## src/rtl/seq_signed_mult.sv

```systemverilog
// Sequential signed shift-add multiplier: captures two's-complement operands on
// start, accumulates magnitudes over WIDTH cycles, then applies the sign.
module seq_signed_mult #(
  parameter int WIDTH = 8
) (
  input  logic                 clk,
  input  logic                 rst,
  input  logic                 start,
  input  logic [WIDTH-1:0]     a,
  input  logic [WIDTH-1:0]     b,
  output logic [2*WIDTH-1:0]   product,
  output logic                 busy,
  output logic                 done
);

  localparam int CNT_W = (WIDTH > 1) ? $clog2(WIDTH) : 1;

  typedef enum logic [1:0] {
    IDLE,
    CALC,
    SIGN
  } state_t;

  state_t               state, state_next;
  logic [2*WIDTH-1:0]   mcand, mcand_next;
  logic [WIDTH-1:0]     mplier, mplier_next;
  logic [2*WIDTH-1:0]   acc, acc_next;
  logic [CNT_W-1:0]     cnt, cnt_next;
  logic                 neg, neg_next;
  logic [2*WIDTH-1:0]   product_next;
  logic                 busy_next, done_next;
  logic [WIDTH-1:0]     mag_a, mag_b;

  // The most negative operand negates to itself, which read as unsigned is
  // exactly its magnitude, so no extra bit is needed.
  assign mag_a = a[WIDTH-1] ? (~a) + WIDTH'(1) : a;
  assign mag_b = b[WIDTH-1] ? (~b) + WIDTH'(1) : b;

  always_ff @(posedge clk) begin
    if (!rst) begin
      state   <= IDLE;
      mcand   <= '0;
      mplier  <= '0;
      acc     <= '0;
      cnt     <= '0;
      neg     <= 1'b0;
      product <= '0;
      busy    <= 1'b0;
      done    <= 1'b0;
    end else begin
      state   <= state_next;
      mcand   <= mcand_next;
      mplier  <= mplier_next;
      acc     <= acc_next;
      cnt     <= cnt_next;
      neg     <= neg_next;
      product <= product_next;
      busy    <= busy_next;
      done    <= done_next;
    end
  end

  always_comb begin
    state_next   = state;
    mcand_next   = mcand;
    mplier_next  = mplier;
    acc_next     = acc;
    cnt_next     = cnt;
    neg_next     = neg;
    product_next = product;
    busy_next    = busy;
    done_next    = 1'b0;

    unique case (state)
      IDLE: begin
        if (start) begin
          mcand_next  = {{WIDTH{1'b0}}, mag_a};
          mplier_next = mag_b;
          neg_next    = a[WIDTH-1] ^ b[WIDTH-1];
          acc_next    = '0;
          cnt_next    = '0;
          busy_next   = 1'b1;
          state_next  = CALC;
        end
      end

      CALC: begin
        if (mplier[0]) begin
          acc_next = acc + mcand;
        end
        mcand_next  = mcand << 1;
        mplier_next = mplier >> 1;
        cnt_next    = cnt + CNT_W'(1);
        if (cnt == CNT_W'(WIDTH - 1)) begin
          state_next = SIGN;
        end
      end

      SIGN: begin
        // Negating a zero accumulator yields zero again, so no -0 can appear.
        product_next = neg ? (~acc) + (2*WIDTH)'(1) : acc;
        done_next    = 1'b1;
        busy_next    = 1'b0;
        state_next   = IDLE;
      end

      default: begin
        state_next = IDLE;
      end
    endcase
  end

endmodule

```

## config.mk

```make
export PLATFORM = sky130hd
export DESIGN_NAME = seq_signed_mult
export DESIGN_NICKNAME = d
export VERILOG_FILES = /design/src/rtl/seq_signed_mult.sv
export SDC_FILE = /design/constraint.sdc
export NUM_CORES = 1
export LEC_CHECK = 0
export ABC_AREA = 0
export ABC_CLOCK_PERIOD_IN_PS = 3000
export BUFFER_PORTS_ARGS = -buffer_cell sky130_fd_sc_hd__buf_2
export CORE_ASPECT_RATIO = 0.9
export CORE_MARGIN = 1
export CORE_UTILIZATION = 35
export DETAILED_ROUTE_END_ITERATION = 12
export PLACE_DENSITY_LB_ADDON = 0.2
export SKIP_CTS_REPAIR_TIMING = 1
export SYNTH_ARGS = -nofsm -noshare
export SYNTH_HDL_FRONTEND = slang
export SYNTH_SLANG_ARGS = --single-unit
```

## constraint.sdc

```tcl
create_clock -name clk -period 3 [get_ports clk]
set_clock_uncertainty 0.05 [all_clocks]
set_input_delay 0.6 -clock clk [delete_from_list [all_inputs] [get_ports clk]]
set_output_delay 0.6 -clock clk [all_outputs]
set_load 0.01 [all_outputs]
```

==> impl_metrics.csv <==
group,metric,value,unit
drt,first_pass_iters,4,
drt,wl_per_cell,13.4,microns
sta,drv_slew,0,
clocking,clockBufferDepth,2,
drt,drt-total-wl,7880,microns
placement,place_hpwl,6030,microns
global_routing,antenna_found_initial,0,
sta,setup_viol,0,
global_routing,grt_max_degree,33,
sta,hold_viol,0,
placement,gp_congestion,0.904,
cells_and_area,diodes,0,
setup_path,r2r_slack,0.54,ns
clocking,cts_tree,"built",
drt,drc_errors,0,
floorplan,io_pins,37,
yosys,ys_seq_area_share,35.0,%
sta,min_period,2.46,ns
cells_and_area,syn2layout_area_growth,17.5,%
sta,min_period_over_period,82.1,%
sta,tns,0,ns
cells_and_area,drive_gt1_share,14.6,%
sta,slew_headroom,53.0,%
floorplan,fp.dieW,110,microns
yosys,async_flop_share,0,%
drt,via_per_inst,5.15,
floorplan,core,0.0102,sq mm
clocking,clk_latency,0.33,ns
sta,worstMarginPinSlew,0.704,ns
setup_path,crit_type,"flop to flop",
setup_path,critPathCapture,"acc[14]",
setup_path,reg2reg_from,"acc[0]",
global_routing,grt_pass1_wl,13600,microns
setup_path,critPathLaunch,"acc[0]",
power,p_leak,1.85,nW
global_routing,overflow,0,
placement,io_buffers,36,
setup_path,cp-end-kind,"flop",
power,seq_power_share,37.9,%
setup_path,worstPathRequired,3.17,ns
cells_and_area,final_common_cell,"dfxtp_1",
drt,first_iter_violations,219,
sta,max_freq,406,MHz
placement,post_dp_cell_area,0.00393,sq mm
yosys,syn_nets,464,
setup_path,crit_fanout,5,
cells_and_area,stdcell_area,0.00430,sq mm
power,power_switching,0.000494,W
yosys,ys.flop_type,"dfxtp_1",
setup_path,critPathLaunchType,"flop",
setup_path,path_cells,"ha_1 -> inv_1 -> fa_1 -> nor2b_1 -> o2111ai_1 -> a21oi_1 -> a41oi_1 -> xnor2_1 -> a22o_1",
sta,rsz0062_at_grt,"false",
cells_and_area,final_nets,494,
setup_path,cpPeakStageDelay,0.40,ns
placement,pre_cts_ws,0.571,ns
power,p_int,0.00187,W
clocking,cts_buffers,9,
cells_and_area,n_fill_cell,1035,
power,power_frac_clock,53.8,%
power,combPwrFrac,8.3,%
setup_path,slowest_stage,"dfxtp_1",
run,cap_viol_max_count,0,
floorplan,die_y,99.0,microns
clocking,clk_pin_slew_worst_paths,0.05,ns
cells_and_area,layout_common_cells,"dfxtp_1, nand2_1, buf_2",
setup_path,reg2regPathDepth,9,
drt,ant_nets,0,
clocking,htree_levels,3,
yosys,ys_seq_elements,64,
power,power_density,551,mW/mm^2
hold_path,worstHoldPathType,"flop to flop",
clocking,cts_root_buf,"clkbuf_16",
global_routing,grt_pass1_vias,2892,
yosys,synth_area,0.00366,sq mm
clocking,clkSinkCount,64,
drt,vias,3031,
floorplan,initial_core_util,35.9,%
floorplan,die_area,0.0109,sq mm
setup_path,arrival,2.63,ns
status,status,"complete, no violations",
yosys,yosysUniqueCellTypes,57,
power,peakVddDrop,362,uV
yosys,ys_warn_count,0,
yosys,postSynthAreaPerCell,8.63,sq um
sta,fin_ws,0.538,ns
yosys,synthCells,424,
power,switching_share,20.9,%
global_routing,grt_usage,16.1,%
floorplan,num_rows,35,
yosys,synth_edf_count,0,
setup_path,rr_endpoint,"acc[14]",
[power by group through the flow]
stage / clock network [W] / registers [W] / logic [W]
2_1_floorplan: 0 / 0.000905 / 0.000147
3_3_place_gp: 0 / 0.000914 / 0.000198
3_5_place_dp: 0 / 0.000914 / 0.000198
4_1_cts: 0.00131 / 0.000896 / 0.000199
5_1_grt: 0.00135 / 0.000899 / 0.000224
6_report: 0.00127 / 0.000897 / 0.000197
[flip-flops by register name, indices dropped and copies added, names as in the netlist]
signal / flops
acc: 16
mcand: 16
product: 16
mplier: 8
cnt: 3
state: 2
busy: 1
done: 1
neg: 1
[how the worst min path moves through the flow]
stage | from | to | cells past startpoint
after floorplan | mplier[2] | mplier[2] | 2
after global placement | product[7] | product[7] | 2
after detailed placement | product[9] | product[9] | 2
after CTS | product[9] | product[9] | 2
after global routing | product[7] | product[7] | 2
final | product[9] | product[9] | 2
[through the flow]
step | hold WS (ns) | util [%] | instances | power (W)
global route | 0.412 | 42.1 | 588 | 0.00247
floorplan | 0.391 | - | 424 | 0.00105
CTS | 0.401 | 42.1 | 588 | 0.00241
global placement | 0.381 | 38.5 | 572 | 0.00111
finish | 0.391 | 42.1 | 588 | 0.00237
detailed placement | 0.388 | 38.5 | 572 | 0.00111
[metal layers]
layer | routed length [microns] | vias up | global-route usage [%]
met1 | 4140 | 1392 | 21.9
met5 | 0 | - | 0
met2 | 3370 | 54 | 24.4
met3 | 257 | 10 | 3.97
li1 | - | 1575 | -
met4 | 115 | 0 | 6.15
[Yosys cell counts (2+ instances only)]
cell type / n / area share, %
a221oi_1: 3 / 0.72
xor2_1: 20 / 4.8
nor2b_1: 16 / 2.7
nand2_1: 54 / 5.5
or3_1: 3 / 0.51
ha_1: 20 / 6.8
a41oi_1: 3 / 0.72
clkbuf_1: 17 / 1.7
a22o_1: 10 / 2.4
o211a_1: 2 / 0.55
mux2i_1: 3 / 0.82
o21a_1: 2 / 0.41
nor3_1: 2 / 0.27
o21ai_0: 30 / 4.1
xnor2_1: 18 / 4.3
o31ai_1: 12 / 2.5
a211oi_1: 2 / 0.41
nand2b_1: 6 / 1.0
inv_1: 11 / 1.1
buf_4: 2 / 0.41
nor2_1: 15 / 1.5
a21oi_1: 17 / 2.3
and2_1: 8 / 1.4
nor4_1: 3 / 0.51
nand3_1: 16 / 2.2
a21o_1: 5 / 1.0
dfxtp_1: 64 / 35
a22oi_1: 15 / 3.1
a21boi_0: 17 / 3.5
[critical path, delay by kind of cell, from the launching register on]
kind                       cells  cell delay [ns]
AOI/OAI and AO/OA              4             0.86
adders and majority gates      2             0.58
DFF                            1             0.40
and+or+nand+nor                1             0.24
xor gates and xnor gates       1             0.16
buffers and inverters          1             0.06
[layout make-up]
cell class / instances / area, sq um / area share [%]
clock inverters: 5 / 128 / 2.97
well taps: 129 / 161 / 3.75
clock buffers: 11 / 243 / 5.65
multi-input cells: 325 / 2210 / 51.5
flip-flops and latches: 64 / 1280 / 29.8
repair buffers: 43 / 233 / 5.41
inverters: 11 / 41.3 / 0.960
[cells by family after synthesis]
group                    Yosys count  synth area share, %
AO/OA/AOI/OAI                    129                 24.8
AND/OR/NAND/NOR                  134                 18.3
adder cells (fa/ha/maj)           21                 7.39
buffers and inverters             35                 4.51
multiplexers                       3                0.821
XOR/XNOR                          38                 9.10
flip-flops                        64                 35.0
(Power assumes the default switching activity.)
